## config.mk

```make
export PLATFORM = sky130hd
export DESIGN_NAME = xbus_select_sequencer
export DESIGN_NICKNAME = d
export VERILOG_FILES = /design/src/rtl/xbus_pkg.sv /design/src/rtl/xbus_sel_timer.sv /design/src/rtl/xbus_select_sequencer.sv
export SDC_FILE = /design/constraint.sdc
export NUM_CORES = 1
export LEC_CHECK = 0
export ABC_CLOCK_PERIOD_IN_PS = 2610
export CORE_UTILIZATION = 35
export DETAILED_ROUTE_END_ITERATION = 6
export DONT_BUFFER_PORTS = 1
export HOLD_SLACK_MARGIN = 0.05
export SLEW_MARGIN = 20
export SYNTH_ARGS = -nofsm -noshare
export SYNTH_HDL_FRONTEND = slang
export SYNTH_SLANG_ARGS = --single-unit
export TNS_END_PERCENT = 100
```

## constraint.sdc

```tcl
create_clock -name clk -period 2.61 [get_ports clk]
set_clock_uncertainty 0.2 [all_clocks]
set_input_delay 0.522 -clock clk [delete_from_list [all_inputs] [get_ports clk]]
set_output_delay 0.522 -clock clk [all_outputs]
set_load 0.02 [all_outputs]
```

## src/rtl/xbus_pkg.sv

```systemverilog
// Shared definitions for the Xbus select sequencer.
// - state_t   : sequencer state encoding (IDLE=0 .. HOLD=4, 3 bits)
// - DEF_*     : default bus-cycle timing constants
package xbus_pkg;

    typedef enum logic [2:0] {
        ST_IDLE     = 3'd0,
        ST_SETUP    = 3'd1,
        ST_STROBE   = 3'd2,
        ST_WAIT_ACK = 3'd3,
        ST_HOLD     = 3'd4
    } state_t;

    localparam int DEF_SETUP_CYCLES  = 1;
    localparam int DEF_STROBE_CYCLES = 2;
    localparam int DEF_TIMEOUT       = 255;
    localparam int DEF_CNT_W         = 8;

endpackage

```

## src/rtl/xbus_sel_timer.sv

```systemverilog
// Loadable saturating down-counter used to time SETUP, STROBE and WAIT_ACK.
// Ports:
//   clk, reset : clock, asynchronous active-high reset
//   clear      : force count to zero (highest priority after reset)
//   load       : load load_val
//   load_val   : value giving (duration - 1) cycles
//   tc         : terminal count, high when count is zero
module xbus_sel_timer #(
    parameter int CNT_W = 8
) (
    input  logic             clk,
    input  logic             reset,
    input  logic             clear,
    input  logic             load,
    input  logic [CNT_W-1:0] load_val,
    output logic             tc
);

    logic [CNT_W-1:0] count;

    always_ff @(posedge clk or posedge reset) begin
        if (reset)
            count <= '0;
        else if (clear)
            count <= '0;
        else if (load)
            count <= load_val;
        else if (count != '0)
            count <= count - 1'b1;   // saturate at zero
    end

    assign tc = (count == '0);

endmodule

```

## src/rtl/xbus_select_sequencer.sv

```systemverilog
// Bus-cycle sequencer feeding the 3-to-8 device-select decoder.
// Runs SETUP -> STROBE -> (WAIT_ACK) -> HOLD for each accepted request and
// pulses done (with timeout_err on abort) in the first IDLE cycle after HOLD.
// Ports:
//   clk, reset          : clock, asynchronous active-high reset
//   req/req_addr/req_write : single-cycle request, sampled only in IDLE
//   inhibit             : global select inhibit, registered onto g2b_n
//   ack                 : device acknowledge
//   busy, done, timeout_err, wr : status to microcode side
//   sel, g1, g2a_n, g2b_n : decoder select code and enables
module xbus_select_sequencer
    import xbus_pkg::*;
#(
    parameter int SETUP_CYCLES  = DEF_SETUP_CYCLES,
    parameter int STROBE_CYCLES = DEF_STROBE_CYCLES,
    parameter int TIMEOUT       = DEF_TIMEOUT,
    parameter int CNT_W         = DEF_CNT_W
) (
    input  logic       clk,
    input  logic       reset,
    input  logic       req,
    input  logic [2:0] req_addr,
    input  logic       req_write,
    input  logic       inhibit,
    input  logic       ack,
    output logic       busy,
    output logic       done,
    output logic       timeout_err,
    output logic       wr,
    output logic [2:0] sel,
    output logic       g1,
    output logic       g2a_n,
    output logic       g2b_n
);

    // Timer is loaded with (duration - 1) on state entry; tc marks the last cycle.
    localparam logic [CNT_W-1:0] SETUP_LOAD   = CNT_W'(SETUP_CYCLES - 1);
    localparam logic [CNT_W-1:0] STROBE_LOAD  = CNT_W'(STROBE_CYCLES - 1);
    localparam logic [CNT_W-1:0] TIMEOUT_LOAD = CNT_W'(TIMEOUT - 1);

    state_t           state, next_state;
    logic             t_clear, t_load, t_tc;
    logic [CNT_W-1:0] t_load_val;
    logic             start, set_err;
    logic             ack_seen, err;

    xbus_sel_timer #(.CNT_W(CNT_W)) u_timer (
        .clk      (clk),
        .reset    (reset),
        .clear    (t_clear),
        .load     (t_load),
        .load_val (t_load_val),
        .tc       (t_tc)
    );

    always_comb begin
        next_state = state;
        t_clear    = 1'b0;
        t_load     = 1'b0;
        t_load_val = '0;
        start      = 1'b0;
        set_err    = 1'b0;
        case (state)
            ST_IDLE: begin
                if (req) begin
                    start      = 1'b1;
                    next_state = ST_SETUP;
                    t_load     = 1'b1;
                    t_load_val = SETUP_LOAD;
                end else begin
                    t_clear = 1'b1;
                end
            end
            ST_SETUP: begin
                if (t_tc) begin
                    next_state = ST_STROBE;
                    t_load     = 1'b1;
                    t_load_val = STROBE_LOAD;
                end
            end
            ST_STROBE: begin
                if (t_tc) begin
                    // ack on any strobe edge, including this final one, skips WAIT_ACK
                    if (ack_seen || ack) begin
                        next_state = ST_HOLD;
                    end else begin
                        next_state = ST_WAIT_ACK;
                        t_load     = 1'b1;
                        t_load_val = TIMEOUT_LOAD;
                    end
                end
            end
            ST_WAIT_ACK: begin
                // ack wins over a coincident timeout expiry
                if (ack) begin
                    next_state = ST_HOLD;
                end else if (t_tc) begin
                    next_state = ST_HOLD;
                    set_err    = 1'b1;
                end
            end
            ST_HOLD: begin
                next_state = ST_IDLE;
                t_clear    = 1'b1;
            end
            default: begin
                next_state = ST_IDLE;
                t_clear    = 1'b1;
            end
        endcase
    end

    // Outputs are registered from next_state so they line up with the state register.
    always_ff @(posedge clk or posedge reset) begin
        if (reset) begin
            state       <= ST_IDLE;
            busy        <= 1'b0;
            done        <= 1'b0;
            timeout_err <= 1'b0;
            wr          <= 1'b0;
            sel         <= 3'd0;
            g1          <= 1'b0;
            g2a_n       <= 1'b1;
            g2b_n       <= 1'b1;
            ack_seen    <= 1'b0;
            err         <= 1'b0;
        end else begin
            state       <= next_state;
            busy        <= (next_state != ST_IDLE);
            g1          <= (next_state != ST_IDLE);
            g2a_n       <= !((next_state == ST_STROBE) || (next_state == ST_WAIT_ACK));
            done        <= (state == ST_HOLD);
            timeout_err <= (state == ST_HOLD) && err;
            g2b_n       <= inhibit;
            ack_seen    <= (state == ST_STROBE) ? (ack_seen | ack) : 1'b0;

            if (start) begin
                sel <= req_addr;
                wr  <= req_write;
            end else if (next_state == ST_IDLE) begin
                wr  <= 1'b0;
            end

            if (start)
                err <= 1'b0;
            else if (set_err)
                err <= 1'b1;
        end
    end

endmodule

```

==> reports/qor.yml <==
synth_nets: 119
cpLargestDelayFamily: "simple AND/OR/NAND/NOR gates"
worst_setup_path_start_kind: "flip-flop"
worstSkewPairLatency_ns: 0.31
ant_nets: 0
ys_seq_area_share_pct: 52.6
cp_cell_sequence: "inv_1, ha_1, nor4b_2, nand2_1, or4_1, a31oi_1"
cap_violations: 0
setup_ws_ns: 0.305
fin_crit_sh_pct: 88.3
maxSlewHeadroom_pct: 46.9
diodes: 0
hold_slack_ns: 0.0381
antenna_found_initial: 0
die_w_microns: 56.8
setup_viol: 0
status: "finished with violations"
critPathBufInv: 1
grt_pass1_vias: 745
wire_per_inst_microns: 14.1
clockBufferDepth: 2
place_congestion: 0.801
start_util_pct: 37.5
io_buffers: 0
cp.arrival_ns: 2.34
yosys_warnings: 0
rows: 19
synthesis.area_sq_um: 1050
power_density_nw_per_um2: 1270
die_h_microns: 56.8
vias: 780
placed_area_sq_um: 1090
grt_max_degree: 23
globalRouteOverflowTotal: 0
drc: 6
worst_hold_path_type: "in -> async"
drt-total-wl_mm: 2.00
violations: "DRC"
critPathRequiredTime_ns: 2.64
coreArea_sq_um: 2810
ir_drop_uv: 339
clk_pin_slew_worst_paths_ns: 0.12
avgSynthCellArea_sq_um: 9.64
grt_pass1_wl_mm: 3.48
die_area_sq_um: 3230
place_hpwl_mm: 1.44
root_buffer: "clkbuf_4"
track_usage_pct: 14.1
cpMaxStageDelayCell: "or4_1"
vias_per_cell: 5.49
drt_iter0_markers: 29
pre_cts_ws_ns: 0.346
ios: 19
final-max-slew-violation-count: 0
cts_setup_buffers: 0
leakage_nw: 0.515
fin_nets: 122
cts-buffers-inserted: 3
layout-drive-gt1-share_pct: 13.5
drt_pass1_iterations: 6
ys_ff_latch: 22
cts.sinks: 22
cts_tree: "done"
path_class: "reg -> reg"
synth_cell_types: 35
timing.fmax_mhz: 434
stdcell_count: 142
slowest_delay_ns: 0.50
hold_viol_final: 0
syn_inst: 109
htreeDepth: 1
area_delta_synth_final_pct: 9.29
worst_pin_slew_ns: 0.795
dp.cells: 137
fillers: 276
end_kind: "flip-flop"
fin_crit_ns: 2.31
fin_area_sq_um: 1150
fin_setup_tns_ns: 0
rsz0062_at_grt: "false"
crit_fanout: 7
## routing by layer
metal	global-route usage, %	wire length, microns
met4	6.27	13
met3	3.23	102
met5	0	0
met2	21.8	930
met1	18.8	954
## where the power goes
group | switching [mW] | internal, mW | leakage (nW) | total (mW)
clock network | 0.100 | 0.155 | 0.0279 | 0.256
logic | 0.300 | 0.254 | 0.208 | 0.554
registers | 0.186 | 0.464 | 0.279 | 0.651
total | 0.586 | 0.874 | 0.515 | 1.46
## logic make-up (layout without fill, tap and decap cells)
group	after synthesis	count (layout)	synth area share [%]
flops	22	22	52.6
compound gates	20	20	12.1
fa+ha+maj	1	1	1.19
simple gates	52	52	27.3
xor+xnor	3	3	2.50
buf+inv	11	13	4.29
## flip-flops by register name, summed over array words and instances, names as in the netlist
| name | cells |
|---|---|
| ack_seen | 1 |
| done | 1 |
| err | 1 |
| g1 | 1 |
| g2a_n | 1 |
| g2b_n | 1 |
| sel | 3 |
| state | 3 |
| timeout_err | 1 |
| u_timer.count | 8 |
| wr | 1 |
## layout by cell type, fill, tap and decap left out, types with 2 or more instances in the layout
cell,netlist,layout
buf_4,1,3
o21ai_0,3,3
o31ai_1,2,2
nor2_1,6,6
or4_1,3,3
a21oi_1,6,6
dfstp_2,2,2
inv_1,5,5
nand3b_1,2,2
a31oi_1,3,3
nand3_1,5,5
nand2b_1,3,3
xor2_1,2,2
dfrtp_1,20,20
nand2_1,15,15
clkbuf_4,0,3
nor3_1,5,5
or2_2,4,4
## layout make-up
type,instances,area (sq um),area share (%)
Inverter,5,18.8,1.63
Sequential cell,22,553,48.1
Multi-Input combinational cell,76,453,39.4
Tap cell,31,38.8,3.38
Clock buffer,3,22.5,1.96
Timing Repair Buffer,4,32.5,2.83
Clock inverter,1,30.0,2.61
## what timing repair did
item,CTS,global route
hold buffers,1,0
endpoints found under the hold margin,1,0
resized for setup,0,0
## final timing paths
kind                       cells past startpoint          endpoint              from  slack (ns)
max                                            6  u_timer.count[0]  u_timer.count[0]        0.30
min                                            1  u_timer.count[6]             reset        0.04
max reg2reg                                    6  u_timer.count[0]  u_timer.count[0]        0.30
min reg2reg                                    2               err               err        0.32
max in group asynchronous                      1  u_timer.count[1]             reset        1.68
min in group clk                               2            sel[0]       req_addr[0]        0.11
## worst reg2reg max path, cell delays in order, from the launching register on
cell,delay [ns]
dfrtp_1,0.42
inv_1,0.09
ha_1,0.20
nor4b_2,0.47
nand2_1,0.20
or4_1,0.50
a31oi_1,0.15
## synthesized netlist by cell type (all sizes together)
library cell / n / area (sq um)
nand2b: 3 / 18.8
inv: 5 / 18.8
nand2: 15 / 56.3
o31ai: 2 / 15.0
o21ai: 3 / 15.0
a21oi: 6 / 30.0
nor2b: 1 / 6.26
nor2: 6 / 22.5
or2: 4 / 25.0
a311oi: 1 / 8.76
a21o: 1 / 7.51
dfrtp: 20 / 500
nand3: 5 / 25.0
ha: 1 / 12.5
clkbuf: 5 / 18.8
buf: 1 / 7.51
nand3b: 2 / 15.0
nand4b: 1 / 8.76
a31oi: 3 / 18.8
xor2: 2 / 17.5
a211o: 1 / 8.76
dfstp: 2 / 52.6
a21boi: 1 / 7.51
nor3: 5 / 25.0
xnor2: 1 / 8.76
and3: 1 / 6.26
a221oi: 1 / 8.76
nor3b: 1 / 7.51
and2: 2 / 12.5
or4: 4 / 33.8
a211oi: 1 / 7.51
nor4b: 2 / 23.8
## per-stage QoR
stage | total power, mW | utilization (%)
2_1_floorplan | 1.08 | -
3_3_place_gp | 1.20 | 38.7
3_5_place_dp | 1.21 | 38.7
4_1_cts | 1.47 | 40.9
5_1_grt | 1.58 | 40.9
6_report | 1.46 | 40.9
No activity file was read; power rests on OpenSTA's default activity.
